===== src/rtl/tmon_cmd_master_if.sv =====
// Requester, monitor command bus, monitor response and status signals of tmon_cmd_master.
// master = command-master view, slave = requester/monitor environment view.
interface tmon_cmd_master_if #(
    parameter int NCH   = 4,
    parameter int DW    = 8,
    parameter int DEPTH = 4
);
    localparam int CHW = (NCH > 1) ? $clog2(NCH) : 1;
    localparam int CW  = $clog2(DEPTH + 1);

    logic           req_valid;
    logic           req_ready;
    logic [2:0]     req_op;
    logic [CHW-1:0] req_ch;
    logic [DW-1:0]  req_data;

    logic           m_valid;
    logic           m_ready;
    logic [2:0]     m_op;
    logic [CHW-1:0] m_ch;
    logic [DW-1:0]  m_opnd;

    logic           s_rsp_valid;
    logic [DW-1:0]  s_rsp_data;

    logic           done;
    logic           rsp_valid;
    logic [CHW-1:0] rsp_ch;
    logic [DW-1:0]  rsp_data;
    logic           err;
    logic [1:0]     err_code;
    logic [CW-1:0]  fifo_count;

    modport master (
        input  req_valid, req_op, req_ch, req_data, m_ready, s_rsp_valid, s_rsp_data,
        output req_ready, m_valid, m_op, m_ch, m_opnd,
               done, rsp_valid, rsp_ch, rsp_data, err, err_code, fifo_count
    );

    modport slave (
        output req_valid, req_op, req_ch, req_data, m_ready, s_rsp_valid, s_rsp_data,
        input  req_ready, m_valid, m_op, m_ch, m_opnd,
               done, rsp_valid, rsp_ch, rsp_data, err, err_code, fifo_count
    );
endinterface


===== src/rtl/tmon_cmd_master.sv =====
// Queues monitor opcodes in a DEPTH-entry FIFO and issues them one at a time over a
// valid/ready bus, waiting (with timeout) for READ_TEMP responses; req_ready drops when full.
module tmon_cmd_master #(
    parameter int NCH     = 4,
    parameter int DW      = 8,
    parameter int DEPTH   = 4,
    parameter int TIMEOUT = 16
) (
    input  logic clk,
    input  logic reset,
    tmon_cmd_master_if.master bus
);
    localparam int CHW = (NCH > 1) ? $clog2(NCH) : 1;
    localparam int CW  = $clog2(DEPTH + 1);
    localparam int PW  = $clog2(DEPTH);
    localparam int TW  = $clog2(TIMEOUT);

    localparam logic [2:0]    OP_NOOP  = 3'd0;
    localparam logic [2:0]    OP_RESET = 3'd1;
    localparam logic [2:0]    OP_READ  = 3'd5;
    localparam logic [TW-1:0] TMO_LAST = TW'(TIMEOUT - 1);

    typedef struct packed {
        logic [2:0]     op;
        logic [CHW-1:0] ch;
        logic [DW-1:0]  dat;
    } cmd_t;

    typedef enum logic [1:0] {S_IDLE, S_ISSUE, S_WAIT_RSP, S_DONE} state_t;

    state_t         r_state, w_state_nxt;
    cmd_t           r_mem [DEPTH];
    logic [PW-1:0]  r_wr_ptr, r_rd_ptr;
    logic [CW-1:0]  r_count, w_count_nxt;
    logic           r_req_rdy;
    logic [TW-1:0]  r_tmo_cnt;

    logic           r_m_valid;
    logic [2:0]     r_m_op;
    logic [CHW-1:0] r_m_ch;
    logic [DW-1:0]  r_m_opnd;
    logic           r_done, r_rsp_valid, r_err;
    logic [CHW-1:0] r_rsp_ch;
    logic [DW-1:0]  r_rsp_data;
    logic [1:0]     r_err_code;

    logic w_accept, w_illegal, w_push, w_pop, w_hs, w_flush, w_rsp, w_tmo;

    assign w_accept  = bus.req_valid && r_req_rdy;
    assign w_illegal = w_accept && ((bus.req_op > 3'd5) || (32'(bus.req_ch) >= NCH));
    assign w_push    = w_accept && !w_illegal && (bus.req_op != OP_NOOP);
    assign w_flush   = w_hs && (r_m_op == OP_RESET);

    always_comb begin
        w_state_nxt = r_state;
        w_pop       = 1'b0;
        w_hs        = 1'b0;
        w_rsp       = 1'b0;
        w_tmo       = 1'b0;
        case (r_state)
            S_IDLE: begin
                if (r_count != '0) begin
                    w_pop       = 1'b1;
                    w_state_nxt = S_ISSUE;
                end
            end
            S_ISSUE: begin
                if (bus.m_ready) begin
                    w_hs        = 1'b1;
                    w_state_nxt = (r_m_op == OP_READ) ? S_WAIT_RSP : S_DONE;
                end
            end
            S_WAIT_RSP: begin
                // A response in the final timeout cycle takes priority over the timeout.
                if (bus.s_rsp_valid) begin
                    w_rsp       = 1'b1;
                    w_state_nxt = S_DONE;
                end else if (r_tmo_cnt == TMO_LAST) begin
                    w_tmo       = 1'b1;
                    w_state_nxt = S_DONE;
                end
            end
            S_DONE:  w_state_nxt = S_IDLE;
            default: w_state_nxt = S_IDLE;
        endcase
    end

    always_comb begin
        w_count_nxt = r_count;
        if (w_flush) begin
            w_count_nxt = w_push ? CW'(1) : '0;
        end else begin
            case ({w_push, w_pop})
                2'b10:   w_count_nxt = r_count + 1'b1;
                2'b01:   w_count_nxt = r_count - 1'b1;
                default: w_count_nxt = r_count;
            endcase
        end
    end

    always_ff @(posedge clk or posedge reset) begin
        if (reset) r_state <= S_IDLE;
        else       r_state <= w_state_nxt;
    end

    always_ff @(posedge clk) begin
        if (w_push) r_mem[r_wr_ptr] <= '{op: bus.req_op, ch: bus.req_ch, dat: bus.req_data};
    end

    // A RESET flush empties the queue by snapping rd to the pre-push wr pointer,
    // which keeps any request accepted in the same cycle as the sole entry.
    always_ff @(posedge clk or posedge reset) begin
        if (reset) begin
            r_wr_ptr  <= '0;
            r_rd_ptr  <= '0;
            r_count   <= '0;
            r_req_rdy <= 1'b0;
        end else begin
            if (w_push) r_wr_ptr <= r_wr_ptr + 1'b1;
            if (w_flush)    r_rd_ptr <= r_wr_ptr;
            else if (w_pop) r_rd_ptr <= r_rd_ptr + 1'b1;
            r_count   <= w_count_nxt;
            r_req_rdy <= (w_count_nxt < CW'(DEPTH));
        end
    end

    always_ff @(posedge clk or posedge reset) begin
        if (reset) begin
            r_m_valid   <= 1'b0;
            r_m_op      <= '0;
            r_m_ch      <= '0;
            r_m_opnd    <= '0;
            r_tmo_cnt   <= '0;
            r_done      <= 1'b0;
            r_rsp_valid <= 1'b0;
            r_rsp_ch    <= '0;
            r_rsp_data  <= '0;
            r_err       <= 1'b0;
            r_err_code  <= '0;
        end else begin
            r_done      <= (r_state == S_DONE);
            r_rsp_valid <= 1'b0;
            r_err       <= 1'b0;
            if (w_pop) begin
                r_m_valid <= 1'b1;
                r_m_op    <= r_mem[r_rd_ptr].op;
                r_m_ch    <= r_mem[r_rd_ptr].ch;
                r_m_opnd  <= r_mem[r_rd_ptr].dat;
            end
            if (w_hs) begin
                r_m_valid <= 1'b0;
                r_tmo_cnt <= '0;
            end
            if (r_state == S_WAIT_RSP && !w_rsp && r_tmo_cnt != TMO_LAST)
                r_tmo_cnt <= r_tmo_cnt + 1'b1;
            if (w_rsp) begin
                r_rsp_valid <= 1'b1;
                r_rsp_ch    <= r_m_ch;
                r_rsp_data  <= bus.s_rsp_data;
            end
            if (w_tmo) begin
                r_err      <= 1'b1;
                r_err_code <= 2'd2;
            end else if (w_illegal) begin
                r_err      <= 1'b1;
                r_err_code <= 2'd1;
            end
        end
    end

    assign bus.req_ready  = r_req_rdy;
    assign bus.m_valid    = r_m_valid;
    assign bus.m_op       = r_m_op;
    assign bus.m_ch       = r_m_ch;
    assign bus.m_opnd     = r_m_opnd;
    assign bus.done       = r_done;
    assign bus.rsp_valid  = r_rsp_valid;
    assign bus.rsp_ch     = r_rsp_ch;
    assign bus.rsp_data   = r_rsp_data;
    assign bus.err        = r_err;
    assign bus.err_code   = r_err_code;
    assign bus.fifo_count = r_count;
endmodule


===== src/flat_wrapper.sv =====
// flat-port wrapper written by rule: the top's interface ports become plain ports
module tmon_cmd_master_flat 
#(
    parameter int NCH     = 4,
    parameter int DW      = 8,
    parameter int DEPTH   = 4,
    parameter int TIMEOUT = 16
)
  (clk, reset, bus_req_valid, bus_req_op, bus_req_ch, bus_req_data, bus_m_ready, bus_s_rsp_valid, bus_s_rsp_data, bus_req_ready, bus_m_valid, bus_m_op, bus_m_ch, bus_m_opnd, bus_done, bus_rsp_valid, bus_rsp_ch, bus_rsp_data, bus_err, bus_err_code, bus_fifo_count);
  tmon_cmd_master_if #(.NCH(NCH), .DW(DW), .DEPTH(DEPTH)) bus_i ();
  input  logic clk;
  input  logic reset;
  input wire logic [$bits(bus_i.req_valid)-1:0] bus_req_valid;
  input wire logic [$bits(bus_i.req_op)-1:0] bus_req_op;
  input wire logic [$bits(bus_i.req_ch)-1:0] bus_req_ch;
  input wire logic [$bits(bus_i.req_data)-1:0] bus_req_data;
  input wire logic [$bits(bus_i.m_ready)-1:0] bus_m_ready;
  input wire logic [$bits(bus_i.s_rsp_valid)-1:0] bus_s_rsp_valid;
  input wire logic [$bits(bus_i.s_rsp_data)-1:0] bus_s_rsp_data;
  output wire logic [$bits(bus_i.req_ready)-1:0] bus_req_ready;
  output wire logic [$bits(bus_i.m_valid)-1:0] bus_m_valid;
  output wire logic [$bits(bus_i.m_op)-1:0] bus_m_op;
  output wire logic [$bits(bus_i.m_ch)-1:0] bus_m_ch;
  output wire logic [$bits(bus_i.m_opnd)-1:0] bus_m_opnd;
  output wire logic [$bits(bus_i.done)-1:0] bus_done;
  output wire logic [$bits(bus_i.rsp_valid)-1:0] bus_rsp_valid;
  output wire logic [$bits(bus_i.rsp_ch)-1:0] bus_rsp_ch;
  output wire logic [$bits(bus_i.rsp_data)-1:0] bus_rsp_data;
  output wire logic [$bits(bus_i.err)-1:0] bus_err;
  output wire logic [$bits(bus_i.err_code)-1:0] bus_err_code;
  output wire logic [$bits(bus_i.fifo_count)-1:0] bus_fifo_count;
  assign bus_i.req_valid = bus_req_valid;
  assign bus_i.req_op = bus_req_op;
  assign bus_i.req_ch = bus_req_ch;
  assign bus_i.req_data = bus_req_data;
  assign bus_i.m_ready = bus_m_ready;
  assign bus_i.s_rsp_valid = bus_s_rsp_valid;
  assign bus_i.s_rsp_data = bus_s_rsp_data;
  assign bus_req_ready = bus_i.req_ready;
  assign bus_m_valid = bus_i.m_valid;
  assign bus_m_op = bus_i.m_op;
  assign bus_m_ch = bus_i.m_ch;
  assign bus_m_opnd = bus_i.m_opnd;
  assign bus_done = bus_i.done;
  assign bus_rsp_valid = bus_i.rsp_valid;
  assign bus_rsp_ch = bus_i.rsp_ch;
  assign bus_rsp_data = bus_i.rsp_data;
  assign bus_err = bus_i.err;
  assign bus_err_code = bus_i.err_code;
  assign bus_fifo_count = bus_i.fifo_count;
  tmon_cmd_master #(.NCH(NCH), .DW(DW), .DEPTH(DEPTH), .TIMEOUT(TIMEOUT)) u_core (.clk(clk), .reset(reset), .bus(bus_i));
endmodule

===== config.mk =====
export PLATFORM = sky130hd
export DESIGN_NAME = tmon_cmd_master_flat
export DESIGN_NICKNAME = d
export VERILOG_FILES = /design/src/rtl/tmon_cmd_master_if.sv /design/src/rtl/tmon_cmd_master.sv /design/src/flat_wrapper.sv
export SDC_FILE = /design/constraint.sdc
export NUM_CORES = 1
export LEC_CHECK = 0
export CAP_MARGIN = 0
export CORE_UTILIZATION = 35
export CTS_CLUSTER_SIZE = 16
export DETAILED_ROUTE_END_ITERATION = 7
export GPL_TIMING_DRIVEN = 0
export PLACE_DENSITY = 0.58
export SYNTH_ARGS = -nofsm -noshare
export SYNTH_HDL_FRONTEND = slang
export SYNTH_SLANG_ARGS = --single-unit

===== constraint.sdc =====
create_clock -name clk -period 5 [get_ports clk]
set_input_delay 0.5 -clock clk [delete_from_list [all_inputs] [get_ports clk]]
set_output_delay 0.5 -clock clk [all_outputs]
set_load 0.005 [all_outputs]

# Yosys cells after proc, flatten, opt, wreduce, memory -nomap -nowiden

Memory sizes are Yosys's and may differ from the RTL's. A register that Yosys moved wholly into a read port is not among the register bits.
Cells that the tools add are included.

Bits in registers: 30
Bits in latches: 0
Memory bits (writable): 52
Memory bits (read-only): 0
Input bits: 26
Memories kept: 1

$add $sub $neg: 5
Multiply operators: 0
Div/mod/pow operators: 0
$lt $le $gt $ge: 2
Equality and inequality tests: 12
Shifts and indexed selects: 0
Muxes and demuxes: 31
Bitwise logic cells: 0
Reduce and logical (&&, ||, !) cells: 17

Memory list:

| memory       | words | width | rd ports | clocked after memory_dff | write ports | RTL line              | source |
|---|---|---|---|---|---|---|---|
| u_core.r_mem | 4     | 13    | 1        | 1                        | 1           | tmon_cmd_master.sv:32 | `cmd_t r_mem [DEPTH];` |

Operators by type and width:

| kind                | number |
|---|---|
| $mux 1              | 18 |
| $mux 2              | 8 |
| $mux 4              | 2 |
| $pmux 2 s4          | 1 |
| $reduce_bool 2->1   | 4 |
| $logic_and 1x1->1   | 7 |
| $eq 2x2->1 const B  | 3 |
| $pmux 3 s2          | 1 |
| $reduce_bool 3->1   | 2 |
| $add 2x1->2 const B | 2 |
| $add 4x1->4 const B | 1 |
| $eq 2x1->1 const B  | 2 |
| $eq 4x4->1 const B  | 1 |
| $ne 4x4->1 const B  | 1 |
| $add 3x1->3 const B | 1 |
| $eq 3x1->1 const B  | 1 |
| $eq 3x3->1 const B  | 1 |
| $gt 3x3->1 const B  | 1 |
| $lt 3x3->1 const B  | 1 |
| $mux 3              | 1 |
| $ne 3x2->1 const B  | 1 |
| $reduce_and 3->1    | 1 |
| $sub 3x1->3 const B | 1 |
| $logic_not 1->1     | 2 |
| other kinds (3)     | 3 |

# Longest topological paths before layout

Gate-level depths: netlist of run 1.

Word-level depth: 9
Gate-level depth with buffers: 11

# Least setup slack after synthesis of run 1

OpenSTA, ideal clock, no wires.

Path type: reg-to-reg
Start: register u_core.r_count[1], in the netlist u_core.bus.fifo_count[1]
End: register u_core.r_req_rdy, in the netlist u_core.bus.req_ready
Arrival: 2.309 ns
Required time: 4.873 ns
Setup slack: 2.563 ns
Stages on the path, launching flop included: 11
Path through: dfrtp_1 > nor3_2 > nand2b_4 > inv_2 > buf_2 > ha_1 > fa_1 > xnor2_1 > nor2_1 > xnor2_1 > or2_2

Word-level cells in the longest chain between the ends: 7
Elaborated cells on any way between the ends: 10

RTL lines:

| what                                            | RTL line               | source |
|---|---|---|
| start, declared                                 | tmon_cmd_master.sv:34  | `logic [CW-1:0] r_count, w_count_nxt;` |
| start signal, assigned                          | tmon_cmd_master.sv:122 | `r_count <= w_count_nxt;` |
| $reduce_bool 3->1 *                             | tmon_cmd_master.sv:62  | `if (r_count != '0) begin` |
| $mux 1 *                                        | tmon_cmd_master.sv:62  |  |
| $mux 1 *                                        | tmon_cmd_master.sv:60  | `case (r_state)` |
| via u_core.w_pop                                | tmon_cmd_master.sv:47  | `logic w_accept, w_illegal, w_push, w_pop, w_hs, w_flush, w_rsp, w_tmo;` |
| $eq 2x1->1 / $eq 2x2->1 (equally long branches) | tmon_cmd_master.sv:93  | `case ({w_push, w_pop})` |
| $pmux 3 s2 *                                    | tmon_cmd_master.sv:93  |  |
| $mux 3 *                                        | tmon_cmd_master.sv:90  | `if (w_flush) begin` |
| $lt 3x3->1 *                                    | tmon_cmd_master.sv:123 | `r_req_rdy <= (w_count_nxt < CW'(DEPTH));` |
| end signal, assigned                            | tmon_cmd_master.sv:123 |  |
| end, declared                                   | tmon_cmd_master.sv:35  | `logic r_req_rdy;` |

Mark *: on every way through the listed nets, which the timed path passes. The rest lies on a longest branch.
A chain may end at the register's enable or synchronous reset.

# Final worst setup path of run 1

Start: input bus_req_op[1]
End: register u_core.r_req_rdy, in the netlist u_core.bus.req_ready

Word-level cells in the longest chain between the ends: 9
Elaborated cells on any way between the ends: 12

RTL lines:

| what                                            | RTL line               | source |
|---|---|---|
| start, declared                                 | flat_wrapper.sv:14     | `input wire logic [$bits(bus_i.req_op)-1:0] bus_req_op;` |
| $gt 3x3->1                                      | tmon_cmd_master.sv:50  | `assign w_illegal = w_accept && ((bus.req_op > 3'd5) \|\| (32'(bus.req_ch) >= NCH));` |
| $logic_and 1x1->1                               | tmon_cmd_master.sv:50  |  |
| $logic_not 1->1                                 | tmon_cmd_master.sv:51  | `assign w_push = w_accept && !w_illegal && (bus.req_op != OP_NOOP);` |
| $logic_and 1x1->1                               | tmon_cmd_master.sv:51  |  |
| $logic_and 1x1->1 *                             | tmon_cmd_master.sv:51  |  |
| via u_core.w_push                               | tmon_cmd_master.sv:47  |  |
| $eq 2x1->1 / $eq 2x2->1 (equally long branches) | tmon_cmd_master.sv:93  |  |
| $pmux 3 s2                                      | tmon_cmd_master.sv:93  |  |
| $mux 3 *                                        | tmon_cmd_master.sv:90  |  |
| $lt 3x3->1 *                                    | tmon_cmd_master.sv:123 |  |

Marked as above.

==> results of run 1 <==
## cells in the mapped netlist, types with 2 or more instances
master	instances
sky130_fd_sc_hd__a211oi_1	2
sky130_fd_sc_hd__a21oi_1	4
sky130_fd_sc_hd__and2_1	4
sky130_fd_sc_hd__buf_2	4
sky130_fd_sc_hd__dfrtp_1	43
sky130_fd_sc_hd__edfxtp_1	52
sky130_fd_sc_hd__ha_1	12
sky130_fd_sc_hd__inv_1	8
sky130_fd_sc_hd__mux2_2	10
sky130_fd_sc_hd__mux4_1	5
sky130_fd_sc_hd__mux4_2	8
sky130_fd_sc_hd__nand2_1	54
sky130_fd_sc_hd__nand2b_1	2
sky130_fd_sc_hd__nand3_1	4
sky130_fd_sc_hd__nor2_1	4
sky130_fd_sc_hd__nor3_1	2
sky130_fd_sc_hd__o21ai_0	3
sky130_fd_sc_hd__o21ai_1	2
sky130_fd_sc_hd__or2_2	2
sky130_fd_sc_hd__xnor2_1	4
## per-layer routing
layer  part of all wire  routed length [µm]  track usage  vias up
met5                  0                   0            0        -
met1               0.45                3240        0.176     1079
met3              0.053                 377       0.0400        4
met4             0.0098                  70       0.0382        0
met2               0.48                3460        0.212       58
li1                   -                   -            -     1038
## power breakdown
| group | switching, µW | internal (µW) | total (µW) |
|---|---|---|---|
| clock network | 261 | 235 | 496 |
| registers | 125 | 1030 | 1150 |
| logic | 401 | 516 | 917 |
| total | 786 | 1780 | 2570 |
## worst paths after layout
check                                                startpoint                               end  slack [ps]  cells past startpoint
max reg2reg                u_core.bus.fifo_count[1]$_DFFE_PP0P_    u_core.bus.req_ready$_DFF_PP0_        2250                     10
min in group clk               u_core.bus.m_opnd[7]$_DFFE_PP0P_  u_core.bus.m_opnd[7]$_DFFE_PP0P_         480                      2
min                                                       reset   u_core.r_tmo_cnt[0]$_DFFE_PP0P_         480                      2
max                                               bus_req_op[1]    u_core.bus.req_ready$_DFF_PP0_        2020                     10
min reg2reg                    u_core.bus.m_opnd[7]$_DFFE_PP0P_  u_core.bus.m_opnd[7]$_DFFE_PP0P_         480                      2
max in group asynchronous                                 reset    u_core.r_rd_ptr[1]$_DFFE_PP0P_        4030                      3
## flip-flops by register name, indices dropped and copies added, names as in the netlist
register and count:
u_core.bus.rsp_ch 2, u_core.r_wr_ptr 2, u_core.bus.m_valid 1, u_core.r_mem 52
u_core.r_state 2, u_core.bus.rsp_valid 1, u_core.r_tmo_cnt 4, u_core.bus.m_opnd 8
u_core.r_rd_ptr 2, u_core.bus.m_op 3, u_core.bus.req_ready 1, u_core.bus.done 1
u_core.bus.err 1, u_core.bus.m_ch 2, u_core.bus.rsp_data 8, u_core.bus.fifo_count 3
u_core.bus.err_code 2
## cell families after synthesis
family / Yosys count / share of synthesized area
adder cells (fa/ha/maj): 13 / 0.0438
XOR/XNOR: 5 / 0.0113
multiplexers: 24 / 0.112
AO/OA/AOI/OAI: 18 / 0.0351
AND/OR/NAND/NOR: 80 / 0.0978
buffers and inverters: 15 / 0.0219
flip-flops: 95 / 0.678
## cell type report
| type | count | area, µm² | share of cell area |
|---|---|---|---|
| Buffer | 6 | 51.3 | 0.0106 |
| Clock buffer | 10 | 128 | 0.0263 |
| Clock inverter | 6 | 70.1 | 0.0144 |
| Inverter | 9 | 33.8 | 0.00695 |
| Multi-Input combinational cell | 140 | 1160 | 0.240 |
| Sequential cell | 95 | 2640 | 0.543 |
| Tap cell | 140 | 175 | 0.0360 |
| Timing Repair Buffer | 59 | 601 | 0.124 |
## layout by cell type (no fill, tap or decap), types with 2 or more instances in the layout
cell and count:
sky130_fd_sc_hd__nand2b_1 2, sky130_fd_sc_hd__inv_2 2, sky130_fd_sc_hd__a211oi_1 2, sky130_fd_sc_hd__clkinv_4 2
sky130_fd_sc_hd__buf_2 4, sky130_fd_sc_hd__nand3_1 4, sky130_fd_sc_hd__a21oi_1 4, sky130_fd_sc_hd__o21ai_0 3
sky130_fd_sc_hd__nand2_1 54, sky130_fd_sc_hd__nor2_1 4, sky130_fd_sc_hd__nor3_1 2, sky130_fd_sc_hd__or2_2 2
sky130_fd_sc_hd__mux4_2 8, sky130_fd_sc_hd__clkdlybuf4s50_1 58, sky130_fd_sc_hd__xnor2_1 4, sky130_fd_sc_hd__mux4_1 5
sky130_fd_sc_hd__o21ai_1 2, sky130_fd_sc_hd__buf_12 2, sky130_fd_sc_hd__and2_1 4, sky130_fd_sc_hd__ha_1 12
sky130_fd_sc_hd__dfrtp_1 43, sky130_fd_sc_hd__edfxtp_1 52, sky130_fd_sc_hd__mux2_2 10, sky130_fd_sc_hd__inv_1 7
sky130_fd_sc_hd__clkbuf_8 9
## worst max-delay path: stages
cell and delay [ps]:
sky130_fd_sc_hd__clkdlybuf4s50_1 620, sky130_fd_sc_hd__nor3_1 110, sky130_fd_sc_hd__a211oi_2 550, sky130_fd_sc_hd__inv_1 140, sky130_fd_sc_hd__ha_1 260, sky130_fd_sc_hd__fa_1 380
sky130_fd_sc_hd__xnor2_1 160, sky130_fd_sc_hd__nor2_1 70, sky130_fd_sc_hd__xnor2_1 130, sky130_fd_sc_hd__or2_2 280
## stage by stage
stage	util	hold slack (ps)
floorplan	-	467
global placement	0.428	459
detailed placement	0.430	466
CTS	0.448	471
global route	0.448	490
finish	0.448	482
==> summary.txt, run 1 <==
Placement
  • Dpl hpwl: 4.81 mm
  • Port bufs: 58
  • Routability Congestion: 0.726
  • Pre-CTS setup slack: 1720 ps
  • Post-DP Area: 4660 µm²
  • Number of placed instances, taps included: 449

Routing
  • Average routed wire per standard cell: 15.4 µm
  • Vias post-DR: 2179
  • Number of iterations in the first detailed-routing pass: 4
  • Residual DRC count: 0
  • Drt first-iter violations: 52
  • Via/cell ratio: 4.69
  • Total wirelength of the detailed-routed design: 7.15 mm
  • Count of antenna-violating nets left after detailed routing: 0

Timing
  • Count of pins over their slew limit: 0
  • Final worst slack: 2020 ps
  • Maximum clock frequency: 336 MHz
  • Worst max-slew margin expressed relative to the limit: 0.490
  • Unrepaired setup endpoints after global routing: false
  • Clock period minus worst slack: 2980 ps
  • Clock skew: 8.68 ps
  • Final number of hold-violating endpoints: 0
  • Final cycle utilization of the critical path: 0.596
  • Slew at the pin closest to its max-slew limit: 765 ps
  • Final setup violation count: 0
  • Setup total negative slack: 0 ps

Die
  • Initial Utilization: 0.359
  • Die X: 107 µm
  • Floorplan Core Area: 10800 µm²
  • Height of the chip: 107 µm
  • Overall die area: 11500 µm²
  • Num rows: 38
  • Ports placed on the boundary: 59

Worst setup path
  • Maximum fanout encountered on the critical timing path: 9
  • Critical Path End Type: flop
  • Type of the setup path with the least slack: primary input to flop
  • Worst Path Arrival: 3210 ps
  • Worst Path Required: 5230 ps
  • Startpoint type of the worst setup path: primary input

Synthesis
  • Library cell with the largest summed area after synthesis: sky130_fd_sc_hd__edfxtp_1
  • Number of warnings printed during yosys synthesis: 0
  • Cell types occupying the most area after synthesis: sky130_fd_sc_hd__edfxtp_1 40%, sky130_fd_sc_hd__dfrtp_1 28%, sky130_fd_sc_hd__nand2_1 5.2%, sky130_fd_sc_hd__mux4_2 4.6%, sky130_fd_sc_hd__ha_1 3.9%
  • Ys flop type: sky130_fd_sc_hd__edfxtp_1
  • Distinct cell type count of the synthesized netlist: 41
  • Post-synthesis cell count: 250
  • Synth Area per Inst: 15.5 µm²
  • Number of enable-type register cells in the synthesized netlist: 52
  • Register area share after synthesis: 0.678
  • Flip-flop and latch count after synthesis: 95
  • Area share of the largest cell type after synthesis: 0.402
  • Post-synthesis net count: 289
  • Netlist area before placement: 3890 µm²
  • Proportion of register bits with asynchronous set or reset after synthesis: 0.453

Finish
  • Fillcell total: 1000
  • Fin area: 4860 µm²
  • Filler-free cell count of the finished design: 465
  • Final nets: 359
  • Synthesis-to-finish area growth: 25.0%
  • Ratio of cells with drive above 1 in the final layout: 0.151
  • Diodes inserted: 0

Clocking
  • CTS root buf: sky130_fd_sc_hd__clkbuf_8
  • Hold buffers post-CTS: 0
  • Number of cells upsized or downsized after cts: 0
  • H-tree lvl count: 3
  • TritonCTS clock tree: built
  • Number of buffers inserted to repair setup after CTS: 0
  • Total clock buffers created by CTS: 9
  • Largest buffer count on any clock path: 2
  • Sink count of the clock tree: 95
  • CTS clk-pin slew, worst paths: 90 ps
  • Clock insertion delay at the later pin of the skew report: 350 ps

Global route
  • First-pass GRT wire length: 11.4 mm
  • Via count of the first global-routing pass: 2140
  • Total congestion overflow after global routing: 0
  • Total global-route track usage: 0.133
  • Antenna violations before repair: 0
  • Maximum number of pins on one net before global-route repair: 27

Power
  • Power per cell area: 528 nW/µm²
  • Leakage component of the power: 0.00192 µW
  • Final Total Pwr: 2570 µW
  • Maximum resistive drop on vdd: 0.000257 V

Worst hold path
  • Hold WC Path Type: primary input to asynchronous set/reset pin

Job
  • Number of violations of the max-capacitance limit: 0

Outcome
  • Run status: finished clean
Note: power is estimated with default switching activity, not from simulation.
==> run 2, diff against run 1 <==
clock period = 2.88 ns   (was 5 ns; I/O delays follow)
==> run 2 against run 1 <==
Count of clock-buffer cells in the layout unchanged; sequential share of layout area decreased by 0.15 points; first-iteration DRC count increased by 3.8%; core utilization increased by 0.13 points; die area unchanged; critical path type is now flop to flop; largest cell class unchanged; via count increased by 0.69%; flip-flop and latch count unchanged; worst hold slack got worse by 220 ps; wire length decreased by 0.14%; register-to-register slack got worse by 2000 ps.
==> summary.txt, run 2 (synthesized netlist as in run 1, its figures left out) <==
Outcome
  • Run status: finished clean (unchanged)

Clocking
  • Total clock buffers created by CTS: 9 (unchanged)
  • Number of cells upsized or downsized after cts: 0 (unchanged)
  • Sink count of the clock tree: 95 (unchanged)
  • Largest buffer count on any clock path: 2 (unchanged)
  • H-tree lvl count: 3 (unchanged)
  • Hold buffers post-CTS: 0 (unchanged)
  • CTS root buf: sky130_fd_sc_hd__clkbuf_8 (unchanged)
  • Number of buffers inserted to repair setup after CTS: 0 (unchanged)
  • CTS clk-pin slew, worst paths: 90 ps (about the same)
  • TritonCTS clock tree: built (unchanged)
  • Clock insertion delay at the later pin of the skew report: 350 ps (about the same)

Routing
  • Count of antenna-violating nets left after detailed routing: 0 (unchanged)
  • Via/cell ratio: 4.72 (was 4.69)
  • Drt first-iter violations: 54 (was 52)
  • Vias post-DR: 2194 (was 2179)
  • Average routed wire per standard cell: 15.3 µm (was 15.4 µm)
  • Residual DRC count: 0 (unchanged)
  • Total wirelength of the detailed-routed design: 7.14 mm (was 7.15 mm)
  • Number of iterations in the first detailed-routing pass: 4 (unchanged)

Global route
  • Total global-route track usage: 0.133 (unchanged)
  • GRT met1 Usage: 0.176 (unchanged)
  • Antenna violations before repair: 0 (unchanged)
  • Busiest grt layer: met2 (unchanged)
  • Maximum number of pins on one net before global-route repair: 27 (unchanged)
  • Via count of the first global-routing pass: 2140 (unchanged)
  • GR Layer Usage met2: 0.212 (unchanged)
  • First-pass GRT wire length: 11.4 mm (unchanged)
  • Total congestion overflow after global routing: 0 (unchanged)
  • GRT met3 Usage: 0.0400 (unchanged)

Die
  • Initial Utilization: 0.359 (unchanged)
  • Die X: 107 µm (unchanged)
  • Overall die area: 11500 µm² (unchanged)
  • Ports placed on the boundary: 59 (unchanged)
  • Height of the chip: 107 µm (unchanged)
  • Floorplan Core Area: 10800 µm² (unchanged)
  • Num rows: 38 (unchanged)

Finish
  • Synthesis-to-finish area growth: 25.4% (was 25.0%)
  • Most common cell after layout, fill and taps aside: sky130_fd_sc_hd__clkdlybuf4s50_1 (unchanged)
  • Fin area: 4870 µm² (was 4860 µm²)
  • Area of combinational cells with multiple inputs: 1180 µm² (was 1160 µm²)
  • Fillcell total: 998 (was 1000)
  • Final nets: 359 (unchanged)
  • Most used cells in the layout excluding fill and tap cells: 58 x sky130_fd_sc_hd__clkdlybuf4s50_1, 54 x sky130_fd_sc_hd__nand2_1, 52 x sky130_fd_sc_hd__edfxtp_1 (unchanged)
  • Ratio of cells with drive above 1 in the final layout: 0.151 (unchanged)
  • Area taken by flip-flops and latches: 2640 µm² (unchanged)
  • Diodes inserted: 0 (unchanged)
  • Max FFs per register: 52 (unchanged)
  • Register ranked first by flip-flop count: u_core.r_mem (unchanged)

Worst setup path
  • Startpoint type of the worst setup path: flop (was primary input)
  • Maximum fanout encountered on the critical timing path: 10 (was 9)
  • Worst Path Required: 3110 ps (was 5230 ps)
  • Type of the setup path with the least slack: flop to flop (was primary input to flop)
  • Critical Path End Type: flop (unchanged)
  • Worst Path Arrival: 2910 ps (was 3210 ps)

Timing
  • Final setup violation count: 0 (unchanged)
  • Final cycle utilization of the critical path: 0.929
  • Setup total negative slack: 0 ps (unchanged)
  • Clock skew: 8.82 ps (was 8.68 ps)
  • Maximum clock frequency: 374 MHz
  • Hold_ws: 264 ps (was 482 ps)
  • Clock period minus worst slack: 2670 ps
  • Slew at the pin closest to its max-slew limit: 764 ps (was 765 ps)
  • Final number of hold-violating endpoints: 0 (unchanged)
  • Worst max-slew margin expressed relative to the limit: 0.491 (was 0.490)
  • Unrepaired setup endpoints after global routing: false (unchanged)
  • Count of pins over their slew limit: 0 (unchanged)

Placement
  • Dpl hpwl: 4.81 mm (unchanged)
  • Routability Congestion: 0.726 (unchanged)
  • Port bufs: 58 (unchanged)
  • Post-DP Area: 4660 µm² (unchanged)

Power
  • Maximum resistive drop on vdd: 0.000445 V (was 0.000257 V)
  • Leakage component of the power: 0.00193 µW (was 0.00192 µW)
  • Power per cell area: 916 nW/µm² (was 528 nW/µm²)

Job
  • Number of violations of the max-capacitance limit: 0 (unchanged)

Worst hold path
  • Hold WC Path Type: primary input to asynchronous set/reset pin (unchanged)
run 2: changes by cell type in the layout (fill, tap and decap cells not counted):
| cell | before | now |
|---|---|---|
| sky130_fd_sc_hd__a211oi_2 | 1 | 0 |
| sky130_fd_sc_hd__a211oi_4 | 0 | 1 |
| sky130_fd_sc_hd__nor3_2 | 1 | 0 |
| sky130_fd_sc_hd__nor3_4 | 0 | 1 |
run 2: cell type report:
| class | instances | area share |
|---|---|---|
| clock inverters | 6 | 0.0144 |
| well taps | 140 | 0.0359 |
| inverters | 9 | 0.00693 |
| multi-input cells | 140 | 0.242 |
| clock buffers | 10 | 0.0262 |
| repair buffers | 59 | 0.123 |
| flip-flops and latches | 95 | 0.541 |
| plain buffers | 6 | 0.0105 |
run 2: power breakdown:
group | switching (µW) | total, µW | internal, µW
clock | 451 | 860 | 408
sequential | 221 | 2010 | 1790
combinational | 696 | 1600 | 903
run 2: layer usage:
layer | wire length [µm] | share of wire | vias up
li1 | - | - | 1036
met1 | 3210 | 0.45 | 1092
met2 | 3460 | 0.48 | 62
met3 | 401 | 0.056 | 4
met4 | 70 | 0.0098 | 0
met5 | 0 | 0 | -
run 2: worst paths after layout:
check	cells past startpoint	slack [ps]	endpoint	startpoint
setup / recovery	10	210	u_core.bus.req_ready$_DFF_PP0_	u_core.bus.fifo_count[1]$_DFFE_PP0P_
hold / removal	2	260	u_core.r_tmo_cnt[0]$_DFFE_PP0P_	reset
setup reg to reg	10	210	u_core.bus.req_ready$_DFF_PP0_	u_core.bus.fifo_count[1]$_DFFE_PP0P_
hold reg to reg	2	480	u_core.bus.m_opnd[7]$_DFFE_PP0P_	u_core.bus.m_opnd[7]$_DFFE_PP0P_
max in group asynchronous	3	2130	u_core.r_wr_ptr[1]$_DFFE_PP0P_	reset
min in group clk	2	480	u_core.bus.m_opnd[7]$_DFFE_PP0P_	u_core.bus.m_opnd[7]$_DFFE_PP0P_
run 2: worst max-delay path, stage by stage, from the launching register on:
cell,delay [ps]
sky130_fd_sc_hd__dfrtp_1,460
sky130_fd_sc_hd__nor3_4,280
sky130_fd_sc_hd__nand2b_4,220
sky130_fd_sc_hd__inv_2,90
sky130_fd_sc_hd__buf_2,210
sky130_fd_sc_hd__ha_1,270
sky130_fd_sc_hd__fa_1,380
sky130_fd_sc_hd__xnor2_1,160
sky130_fd_sc_hd__nor2_1,70
sky130_fd_sc_hd__xnor2_1,130
sky130_fd_sc_hd__or2_2,280
run 2: metrics by stage:
stage          worst slack, ps  std cells  total power [µW]  utilization
2_1_floorplan              443        250              2950            -
3_3_place_gp              -165        448              3610        0.428
3_5_place_dp              -192        449              3650        0.430
4_1_cts                   94.6        465              4530        0.448
5_1_grt                   36.6        465              4780        0.450
6_report                   206        465              4470        0.450
==> run 3, diff against run 2 <==
CTS_CLUSTER_DIAMETER = 40   (was not set)
==> results of run 3 <==
No change in the layout: final DEF, timing and power equal those of run 2.
